File: src/rtl/uart_pkg.sv
// Shared UART definitions: FSM state encoding and parity-mode constants,
// used by the transmitter and the future receiver.
package uart_pkg;

  typedef enum logic [2:0] {
    IDLE,
    START,
    DATA,
    PAR,
    STOP
  } uart_state_t;

  localparam int PAR_NONE = 0;
  localparam int PAR_EVEN = 1;
  localparam int PAR_ODD  = 2;

endpackage

File: src/rtl/uart_baud_cnt.sv
// Bit-period counter: counts 0..CLKS_PER_BIT-1 and pulses tick at terminal count.
// Held at zero while clear is high so each bit period starts aligned.
module uart_baud_cnt #(
  parameter int CLKS_PER_BIT = 16
) (
  input  logic clk,
  input  logic rst,
  input  logic clear,
  output logic tick
);

  localparam int CW = (CLKS_PER_BIT > 1) ? $clog2(CLKS_PER_BIT) : 1;
  localparam logic [CW-1:0] LAST = CW'(CLKS_PER_BIT - 1);

  logic [CW-1:0] cnt;

  always_ff @(posedge clk) begin
    if (rst || clear) begin
      cnt <= '0;
    end else if (cnt == LAST) begin
      cnt <= '0;
    end else begin
      cnt <= cnt + 1'b1;
    end
  end

  assign tick = (cnt == LAST) && !clear;

endmodule

File: src/rtl/uart_tx_param.sv
// Parametrised UART transmitter: one word per valid/ready handshake, sent as
// start bit, DATA_W data bits LSB-first, optional parity and 1 or 2 stop bits.
module uart_tx_param
  import uart_pkg::*;
#(
  parameter int DATA_W       = 8,
  parameter int CLKS_PER_BIT = 16,
  parameter int PARITY       = 0,
  parameter int STOP_BITS    = 1
) (
  input  logic              clk,
  input  logic              rst,
  input  logic [DATA_W-1:0] din,
  input  logic              valid,
  output logic              ready,
  output logic              tx,
  output logic              busy,
  output logic              done
);

  localparam int IW = $clog2(DATA_W + 1);
  localparam logic [IW-1:0] LAST_DATA = IW'(DATA_W - 1);
  localparam logic [IW-1:0] LAST_STOP = IW'(STOP_BITS - 1);

  if (PARITY < PAR_NONE || PARITY > PAR_ODD || STOP_BITS < 1 || STOP_BITS > 2 ||
      CLKS_PER_BIT < 2 || DATA_W < 5 || DATA_W > 9) begin : g_bad_params
    $error("uart_tx_param: unsupported parameter combination");
  end

  uart_state_t       state;
  logic [DATA_W-1:0] shift;
  logic              par_bit;
  logic [IW-1:0]     bit_idx;
  logic              tick;
  logic              clear;

  // Hold the bit timer at zero while idle so the start bit gets a full period.
  assign clear = (state == IDLE);

  uart_baud_cnt #(
    .CLKS_PER_BIT(CLKS_PER_BIT)
  ) u_baud (
    .clk  (clk),
    .rst  (rst),
    .clear(clear),
    .tick (tick)
  );

  always_ff @(posedge clk) begin
    if (rst) begin
      state   <= IDLE;
      shift   <= '0;
      par_bit <= 1'b0;
      bit_idx <= '0;
      tx      <= 1'b1;
      ready   <= 1'b1;
      busy    <= 1'b0;
      done    <= 1'b0;
    end else begin
      done <= 1'b0;
      case (state)
        IDLE: begin
          if (valid && ready) begin
            shift   <= din;
            par_bit <= (^din) ^ (PARITY == PAR_ODD);
            bit_idx <= '0;
            tx      <= 1'b0;
            ready   <= 1'b0;
            busy    <= 1'b1;
            state   <= START;
          end
        end
        START: begin
          if (tick) begin
            tx    <= shift[0];
            state <= DATA;
          end
        end
        DATA: begin
          // tx is loaded one bit ahead so the line changes exactly on the boundary.
          if (tick) begin
            if (bit_idx == LAST_DATA) begin
              bit_idx <= '0;
              if (PARITY != PAR_NONE) begin
                tx    <= par_bit;
                state <= PAR;
              end else begin
                tx    <= 1'b1;
                state <= STOP;
              end
            end else begin
              bit_idx <= bit_idx + 1'b1;
              shift   <= shift >> 1;
              tx      <= shift[1];
            end
          end
        end
        PAR: begin
          if (tick) begin
            tx    <= 1'b1;
            state <= STOP;
          end
        end
        STOP: begin
          if (tick) begin
            if (bit_idx == LAST_STOP) begin
              bit_idx <= '0;
              done    <= 1'b1;
              ready   <= 1'b1;
              busy    <= 1'b0;
              state   <= IDLE;
            end else begin
              bit_idx <= bit_idx + 1'b1;
            end
          end
        end
        default: begin
          tx    <= 1'b1;
          ready <= 1'b1;
          busy  <= 1'b0;
          state <= IDLE;
        end
      endcase
    end
  end

endmodule
File: config.mk
export PLATFORM = sky130hd
export DESIGN_NAME = uart_tx_param
export DESIGN_NICKNAME = d
export VERILOG_FILES = /design/src/rtl/uart_pkg.sv /design/src/rtl/uart_baud_cnt.sv /design/src/rtl/uart_tx_param.sv
export SDC_FILE = /design/constraint.sdc
export NUM_CORES = 1
export LEC_CHECK = 0
export CORE_MARGIN = 2
export CORE_UTILIZATION = 40
export CTS_BUF_LIST = sky130_fd_sc_hd__clkbuf_2
export DETAILED_ROUTE_END_ITERATION = 10
export GPL_ROUTABILITY_DRIVEN = 0
export GPL_TIMING_DRIVEN = 0
export PLACE_DENSITY = 0.66
export SYNTH_ARGS = -nofsm -noshare
export SYNTH_HDL_FRONTEND = slang
export SYNTH_SLANG_ARGS = --single-unit
File: constraint.sdc
create_clock -name clk -period 3.3 [get_ports clk]
set_input_delay 0.33 -clock clk [delete_from_list [all_inputs] [get_ports clk]]
set_output_delay 0.33 -clock clk [all_outputs]
set_load 0.01 [all_outputs]
Word-level counts from Yosys, hierarchy flattened
Index checks and enable logic that the tools add are counted.
- register bits: 23
- bits of input ports: 11
- output and inout port bits: 4
- muxes and demuxes: 32
- reductions and logical operators: 16
- add/subtract/negate cells: 2
- bitwise gates (word level): 3
- eq/ne operators: 14
- operator list (operator ; number):
    $mux W8 ; 3
    $mux W3 ; 7
    $mux W4 ; 5
    $ne A2 B2 Y1 const B ; 8
    $pmux W8 S2 ; 1
    $pmux W3 S5 ; 1
    $pmux W4 S3 ; 1
    $reduce_and A4 Y1 ; 3
    $mux W1 ; 11
    $add A4 B1 Y4 const B ; 2
    $reduce_and A7 Y1 ; 1
    $eq A3 B2 Y1 const B ; 2
    $pmux W1 S3 ; 2
    $reduce_or A3 Y1 ; 2
    $pmux W1 S5 ; 1
    $reduce_and A5 Y1 ; 1
    $eq A4 B3 Y1 const B ; 1
    $eq A4 B4 Y1 const B ; 1
    $logic_not A4 Y1 ; 1
    $eq A3 B1 Y1 const B ; 1
    $eq A3 B3 Y1 const B ; 1
    $logic_not A3 Y1 ; 1
    $not A1 Y1 ; 3
    $reduce_bool A3 Y1 ; 1
    5 further kinds ; 6

Logic depth before layout (Yosys ltp)
Gate-level depths: netlist of run 1.
- depth in word-level cells: 5
- depth in mapped cells: 6
- mapped depth without buffers: 6

Cells and area by module
From an unflattened synthesis of run 1, not the netlist that was laid out.
- cell total of the unflattened synthesis: 129
- area total of the unflattened synthesis: 1196.1 sq um
- by module, submodules not included (module ; area each (sq um) ; cells an instance ; seq. area each (sq um) ; times used):
    uart_tx_param ; 1038.5 ; 113 ; 380.4 ; 1
    uart_baud_cnt ; 157.7 ; 16 ; 80.1 ; 1

Worst setup path after synthesis of run 1
Ideal clock, no wire load.
- path kind: register to register
- start: register bit_idx[0]
- end: register state[1]
- period minus slack after synthesis: 1788 ps
- slack: 1512 ps
- arrival: 1692 ps
- library setup time: 96 ps
- stages on the path, launching flop included: 7
- cells stage by stage: dfxtp_1 inv_1 ha_1 or3b_4 a32o_2 or2_4 o41ai_2
- word-level cells in the longest chain between the ends: 3
- elaborated cells between the ends (all ways): 5
- classes of those cells: eq/ne: 3; reduce/logical: 2
- ends and longest elaborated chain (item ; line ; text):
    from (decl) ; uart_tx_param.sv:33 ; logic [IW-1:0] bit_idx;
    from (signal assigned) ; uart_tx_param.sv:92 ; bit_idx <= bit_idx + 1'b1;
    from (signal assigned) ; uart_tx_param.sv:113 ; bit_idx <= bit_idx + 1'b1;
    $eq A4 B3 Y1 or $logic_not A4 Y1 (tied branches) ; uart_tx_param.sv:82, uart_tx_param.sv:106 ;
    $ne A2 B2 Y1 (no line) ; -- ;
    $reduce_and A7 Y1 (no line) (*) ; -- ;
    to (signal assigned) ; uart_tx_param.sv:76 ; state <= DATA;
    to (signal assigned) ; uart_tx_param.sv:86 ; state <= PAR;
    to (signal assigned) ; uart_tx_param.sv:89 ; state <= STOP;
    to (decl) ; uart_tx_param.sv:30 ; uart_state_t state;
Every way passes the cells marked *; elsewhere a longest branch is shown, timed or not.
A chain may end at the register's enable or synchronous reset.

Worst setup path after layout of run 1
- start: register u_baud.cnt[0]
- end: register shift[5]
- word-level cells in the longest chain between the ends: 4
- ends and longest elaborated chain (item ; line ; text):
    from (decl) ; uart_baud_cnt.sv:15 ; logic [CW-1:0] cnt;
    from (signal assigned) ; uart_baud_cnt.sv:23 ; cnt <= cnt + 1'b1;
    $eq A4 B4 Y1 ; uart_baud_cnt.sv:27 ; assign tick = (cnt == LAST) && !clear;
    $logic_and A1 B1 Y1 ; uart_baud_cnt.sv:27 ;
    $ne A2 B2 Y1 (no line) ; -- ;
    $reduce_and A4 Y1 (no line) ; -- ;
    to (signal assigned) ; uart_tx_param.sv:64 ; shift <= din;
    to (signal assigned) ; uart_tx_param.sv:93 ; shift <= shift >> 1;
    to (decl) ; uart_tx_param.sv:31 ; logic [DATA_W-1:0] shift;
No other way between the ends.

==> qor.json, run 1 <==
{
  "run_status": {
    "outcome": "completed"
  },
  "synth": {
    "netlist.area_leader.share": 0.364,
    "count_of_flip_flops_with_a_built_in_enable_after_synthesis": 0,
    "cells_taking_the_most_area_after_synthesis": "sky130_fd_sc_hd__dfxtp_1, sky130_fd_sc_hd__a21oi_1, sky130_fd_sc_hd__mux2i_1",
    "async_reset_ff_frac": 0,
    "synth_cell_types": 46,
    "syn-num-nets": 157,
    "netlist_top_cells_count": "sky130_fd_sc_hd__dfxtp_1, sky130_fd_sc_hd__a21oi_1, sky130_fd_sc_hd__nor2_1",
    "seq_area_frac_synth": 0.364,
    "post-synth-top-count-cell": "sky130_fd_sc_hd__dfxtp_1",
    "synthesis.area_um2": 1270,
    "synth_ff_type": "sky130_fd_sc_hd__dfxtp_1",
    "syn-mean-instance-area_um2": 8.85,
    "synth.yosys.warnings": 0,
    "syn_inst": 143,
    "post-synth-top-area-cell": "sky130_fd_sc_hd__dfxtp_1",
    "synth-seq-cells": 23
  },
  "place": {
    "placed_cell_area_um2": 1450,
    "detailedPlacementHpwl_um": 2100,
    "io_buffers": 13,
    "post-place-ws_ns": 1.30,
    "dp_cells": 200
  },
  "drt": {
    "final_antenna_net_count": 0,
    "finalWirelength_um": 2960,
    "drc": 0,
    "dr.pass1.iters": 4,
    "dr.first_iter.drc_count": 23,
    "route.detailed.wl_per_inst_um": 14.5,
    "vias": 1166,
    "drt-vias-per-instance": 5.72
  },
  "floorplanning": {
    "floorplan.die.width_um": 60.3,
    "io_pins": 15,
    "core.rowCount": 20,
    "floorplan.die_area_um2": 3630,
    "start_util": 0.418,
    "die_height_um": 60.3,
    "core_region_area_um2": 3030
  },
  "clock_network": {
    "numCtsBuffers": 3,
    "post_cts_buffers": 0,
    "path_clk_slew_ns": 0.22,
    "cts.root.buffer_cell": "sky130_fd_sc_hd__clkbuf_2",
    "post_cts_hold_buffers": 0,
    "clk_latency_ns": 0.34,
    "cts-resized-gates": 0,
    "clock_tree.buffer_depth": 2,
    "cts_sinks": 23,
    "tritoncts": "built",
    "ctsHtreeMaxLevel": 1
  },
  "finish": {
    "finalInstanceArea_um2": 1470,
    "flow.area_growth_from_synthesis_pct": 16.2,
    "instances_no_fill": 204,
    "antenna_cells_inserted": 0,
    "fillers": 304,
    "fraction_of_final_layout_cells_with_drive_strength_greater_than_1": 0.125,
    "nets": 175
  },
  "min_path": {
    "hold_path.class": "reg2reg",
    "timing.hold.worst.start": "u_baud.cnt[0]$_SDFF_PP0_"
  },
  "worst_setup_path": {
    "worst-path-max-fanout": 10,
    "timing.critical_path.from_type": "flip-flop",
    "timing.critical_path.max_delay_family": "compound AO/OA/AOI/OAI gates",
    "critical_path_buf_inv_count": 1,
    "setup.worst_path.end_class": "flip-flop",
    "worstSetupStartpoint": "u_baud.cnt[0]$_SDFF_PP0_",
    "worst_ep_required_time_ns": 3.57,
    "max_stage_delay_ns": 0.44,
    "cp_data_arrival_time_ns": 2.32,
    "critical_path.cell_chain": "ha_1 > nand3_2 > o31ai_2 > buf_2 > a21oi_1 > a311oi_1",
    "timing_worst_setup_path_type": "reg2reg",
    "crit_path_top_delay_cell": "sky130_fd_sc_hd__o31ai_2",
    "crit-reg2reg-launch": "u_baud.cnt[0]$_SDFF_PP0_"
  },
  "timing": {
    "worst_slew_pin_slew_ns": 0.602,
    "post-route-period-util": 0.621,
    "final_worst_path_period_need_ns": 2.05,
    "unrepaired_setup_endpoints_after_global_routing": "no",
    "finalClockSkew_ns": 0.00425,
    "timing.final.setup_violations": 0,
    "tns_ns": 0,
    "report.final.slew_viol_count": 0,
    "maxClockFrequency_mhz": 488,
    "worst_slack_ns": 1.25,
    "relSlewSlack": 0.599,
    "hold_viol_final": 0
  },
  "run": {
    "max_cap_viol_count": 0
  },
  "global_routing": {
    "gr-total-overflow": 0,
    "grt_antenna_before_repair": 0,
    "gr-usage-met3": 0.0195,
    "grt_pass1_vias": 1136,
    "first_pass_grt_wire_length_um": 5110,
    "grt_most_used_layer": "met2",
    "use_met1": 0.229,
    "grt_max_degree": 13,
    "gr-usage-met2": 0.332,
    "gr-usage-all-layers": 0.184
  },
  "pwr": {
    "static-leakage-power_nw": 0.525,
    "max_vdd_drop_v": 0.000249,
    "power_per_cell_area_nw_per_um2": 397
  }
}
==> layout make-up <==
type                            count  area [um2]  area share
Buffer                             11        48.8      0.0332
Clock buffer                        4        20.0      0.0136
Inverter                            7        26.3      0.0179
Multi-Input combinational cell    102         731       0.497
Sequential cell                    23         460       0.313
Tap cell                           44        55.1      0.0374
Timing Repair Buffer               13         130      0.0884
==> through the flow <==
step,utilization,hold slack [ns],power (mW)
2_1_floorplan,-,0.418,0.420
3_3_place_gp,0.479,0.428,0.464
3_5_place_dp,0.479,0.452,0.469
4_1_cts,0.486,0.450,0.588
5_1_grt,0.486,0.469,0.618
6_report,0.486,0.476,0.584
==> layer usage <==
layer,part of all wire,vias up
met5,0,-
met4,0.0071,0
met3,0.038,2
met2,0.50,33
met1,0.45,560
li1,-,571
==> placed cells by master (no fill, tap or decap), types with 2 or more instances in the layout <==
cell type and count:
sky130_fd_sc_hd__a211oi_1 3, sky130_fd_sc_hd__a21boi_0 2, sky130_fd_sc_hd__a21oi_1 14, sky130_fd_sc_hd__a311oi_1 7
sky130_fd_sc_hd__and3_1 2, sky130_fd_sc_hd__buf_2 2, sky130_fd_sc_hd__clkbuf_1 7, sky130_fd_sc_hd__clkbuf_2 5
sky130_fd_sc_hd__clkdlybuf4s50_1 13, sky130_fd_sc_hd__dfxtp_1 23, sky130_fd_sc_hd__ha_1 3, sky130_fd_sc_hd__inv_1 7
sky130_fd_sc_hd__mux2i_1 7, sky130_fd_sc_hd__nand2_1 5, sky130_fd_sc_hd__nand2b_1 2, sky130_fd_sc_hd__nand3_1 6
sky130_fd_sc_hd__nand3b_1 2, sky130_fd_sc_hd__nand4b_1 2, sky130_fd_sc_hd__nor2_1 9, sky130_fd_sc_hd__nor3_1 4
sky130_fd_sc_hd__nor4_1 2, sky130_fd_sc_hd__o2111a_1 2, sky130_fd_sc_hd__o21ai_0 5, sky130_fd_sc_hd__o41ai_2 2
sky130_fd_sc_hd__or2_2 2
==> registers in the layout, indices dropped and copies added, names as in the netlist <==
register / count
tx: 1
state: 3
shift: 8
done: 1
ready: 1
busy: 1
u_baud.cnt: 4
bit_idx: 4
==> power breakdown <==
group	internal (mW)	total [mW]	switching [mW]
logic	0.0693	0.150	0.0810
registers	0.300	0.314	0.0140
clock network	0.0320	0.120	0.0879
==> kinds of logic (layout without fill, tap and decap cells) <==
group	Yosys count	after routing	synth area share
buf+inv	18	35	0.0593
fa+ha+maj	3	3	0.0296
flops	23	23	0.364
mux	7	7	0.0553
simple gates	45	45	0.206
xor+xnor	2	2	0.0138
compound gates	45	45	0.273
==> path summary, 6_finish.rpt <==
kind,end,cells past startpoint,slack [ns]
max,shift[5]$_SDFFE_PP0P_,6,1.25
min reg2reg,u_baud.cnt[0]$_SDFF_PP0_,1,0.48
min,u_baud.cnt[0]$_SDFF_PP0_,1,0.48
max reg2reg,shift[5]$_SDFFE_PP0P_,6,1.25
Power figures use the tool's default switching activity.
==> run 2, diff against run 1 <==
--- a/config.mk
+++ b/config.mk
@@ -11,7 +11,7 @@
 export DETAILED_ROUTE_END_ITERATION = 10
 export GPL_ROUTABILITY_DRIVEN = 0
 export GPL_TIMING_DRIVEN = 0
-export PLACE_DENSITY = 0.66
+export PLACE_DENSITY = 0.69
 export SYNTH_ARGS = -nofsm -noshare
 export SYNTH_HDL_FRONTEND = slang
 export SYNTH_SLANG_ARGS = --single-unit
==> constraint.sdc (replaced) <==
create_clock -name clk -period 1.65 [get_ports clk]
set_input_delay 0.165 -clock clk [delete_from_list [all_inputs] [get_ports clk]]
set_output_delay 0.165 -clock clk [all_outputs]
set_load 0.01 [all_outputs]
==> run 2 against run 1 <==
  * The run now ends with negative setup slack left
  * Register-to-register slack got worse by 1.4 ns
  * Flip-flop and latch count is the same
  * Global-route usage shrank 1.3 points
==> qor.json, run 2 (synthesized netlist as in run 1, its figures left out) <==
{
  "worst_setup_path": {
    "worst-path-max-fanout": 4,
    "setup.worst_path.end_class": "flip-flop",
    "timing.critical_path.from_type": "flip-flop",
    "critical_path.cell_chain": "inv_2 > ha_1 > or3b_4 > a32o_2 > or2_4 > o41ai_2",
    "worst_ep_required_time_ns": 1.93,
    "timing_worst_setup_path_type": "reg2reg",
    "crit_path_top_delay_cell": "sky130_fd_sc_hd__dfxtp_2",
    "max_stage_delay_ns": 0.39,
    "cp_data_arrival_time_ns": 2.04
  },
  "floorplanning": {
    "start_util": 0.418,
    "io_pins": 15,
    "floorplan.die_area_um2": 3630,
    "floorplan.die.width_um": 60.3,
    "die_height_um": 60.3,
    "core.rowCount": 20,
    "core_region_area_um2": 3030
  },
  "global_routing": {
    "gr-usage-all-layers": 0.170,
    "grt_max_degree": 13,
    "gr-total-overflow": 0,
    "grt_pass1_vias": 1066,
    "grt_antenna_before_repair": 0,
    "first_pass_grt_wire_length_um": 4690
  },
  "finish": {
    "largest_reg_flops": 8,
    "layout.cells.most_common": "sky130_fd_sc_hd__dfxtp_1",
    "mostFrequentLayoutCells": "sky130_fd_sc_hd__dfxtp_1, sky130_fd_sc_hd__a21oi_1, sky130_fd_sc_hd__clkdlybuf4s50_1",
    "fraction_of_final_layout_cells_with_drive_strength_greater_than_1": 0.247,
    "largest_register": "shift",
    "top_regs": "shift x8, bit_idx x4, u_baud.cnt x4",
    "finalInstanceArea_um2": 1610,
    "antenna_cells_inserted": 0,
    "instances_no_fill": 210,
    "nets": 181,
    "utilization": 0.531,
    "fillers": 284,
    "flow.area_growth_from_synthesis_pct": 26.9
  },
  "pwr": {
    "static-leakage-power_nw": 0.580,
    "power_per_cell_area_nw_per_um2": 762,
    "fin_total_pwr_mw": 1.22,
    "max_vdd_drop_v": 0.000378
  },
  "clock_network": {
    "tritoncts": "built",
    "ctsHtreeMaxLevel": 1,
    "numCtsBuffers": 3,
    "cts_sinks": 23,
    "clock_tree.buffer_depth": 2,
    "post_cts_hold_buffers": 0,
    "path_clk_slew_ns": 0.22,
    "clk_latency_ns": 0.34,
    "cts.root.buffer_cell": "sky130_fd_sc_hd__clkbuf_2"
  },
  "drt": {
    "final_antenna_net_count": 0,
    "wire_length_on_met3_um": 140,
    "dr.pass1.iters": 4,
    "dr.first_iter.drc_count": 41,
    "route.detailed.wl_per_inst_um": 14.5,
    "drc": 0,
    "wl_met2_um": 1470,
    "highest-signal-layer": "met4",
    "met1_wirelength_um": 1380,
    "drt-vias-per-instance": 5.63,
    "vias": 1183,
    "finalWirelength_um": 3050
  },
  "timing": {
    "tns_ns": -0.314,
    "worst_slack_ns": -0.114,
    "hold_viol_final": 0,
    "worst_slew_pin_slew_ns": 0.520,
    "post-route-period-util": 1.07,
    "relSlewSlack": 0.653,
    "report.final.slew_viol_count": 0,
    "maxClockFrequency_mhz": 567,
    "unrepaired_setup_endpoints_after_global_routing": "yes",
    "final_worst_path_period_need_ns": 1.76,
    "timing.final.setup_violations": 5,
    "finalClockSkew_ns": 0.00812
  },
  "place": {
    "detailedPlacementHpwl_um": 1980,
    "placed_cell_area_um2": 1470,
    "io_buffers": 13,
    "dp_cells": 200
  },
  "min_path": {
    "hold_path.class": "in2reg"
  },
  "run_status": {
    "failing_checks": "negative setup slack",
    "outcome": "finished with violations"
  },
  "run": {
    "max_cap_viol_count": 0
  }
}
[run 2: cell count changes in the layout (fill, tap and decap cells not counted), moves of 2 or more]
cell and delta:
sky130_fd_sc_hd__buf_4 +5, sky130_fd_sc_hd__clkbuf_1 -5, sky130_fd_sc_hd__clkbuf_2 +5, sky130_fd_sc_hd__dfxtp_1 -4, sky130_fd_sc_hd__dfxtp_2 +4, sky130_fd_sc_hd__buf_6 +2
[run 2: worst paths after layout]
kind                       startpoint                  endpoint  slack (ns)  depth (start not counted)
max           bit_idx[0]$_SDFFE_PP0P_     state[2]$_SDFFE_PP0P_       -0.11                          6
min                               rst     shift[6]$_SDFFE_PP0P_        0.33                          2
max reg2reg   bit_idx[0]$_SDFFE_PP0P_     state[2]$_SDFFE_PP0P_       -0.11                          6
min reg2reg  u_baud.cnt[0]$_SDFF_PP0_  u_baud.cnt[0]$_SDFF_PP0_        0.49                          1
[run 2: power by group]
group / switching, mW / internal, mW / total (mW) / leakage [nW]
clock: 0.175 / 0.0641 / 0.240 / 0.0166
combinational: 0.183 / 0.171 / 0.354 / 0.374
sequential: 0.0303 / 0.601 / 0.631 / 0.190
[run 2: per-stage QoR]
stage                     hold WS [ns]  worst slack [ns]
after floorplan                  0.334           -0.0275
after global placement           0.428            -0.226
after detailed placement         0.457            -0.279
after CTS                        0.275           -0.0863
after global routing             0.296            -0.147
final                            0.330            -0.114
[run 2: layer usage]
metal  GRT usage  vias up
met5           0        -
met4      0.0730        0
met3      0.0216       10
met2       0.284       40
met1       0.219      540
li1            -      593
[run 2: layout make-up]
cell class / instances / area, um2 / area share
clock buffer: 4 / 20.0 / 0.0125
buffer: 11 / 61.3 / 0.0382
sequential: 23 / 465 / 0.290
tap: 44 / 55.1 / 0.0343
multi-input combinational: 102 / 800 / 0.498
inverter: 7 / 26.3 / 0.0164
timing repair buffer: 19 / 179 / 0.111
[run 2: repair_timing]
action | 4_1_cts | 5_1_grt
resized for setup | 13 | 11
endpoints found under the setup margin | 14 | 17
setup buffers | 6 | 0
pin swaps | 5 | 8
[run 2: critical path, delay by kind of cell, from the launching register on]
kind | cells | cell delay (ns)
AO/OA/AOI/OAI | 2 | 0.51
flip-flops | 1 | 0.39
buffers and inverters | 1 | 0.05
adder cells (fa/ha/maj) | 1 | 0.12
AND/OR/NAND/NOR | 2 | 0.63
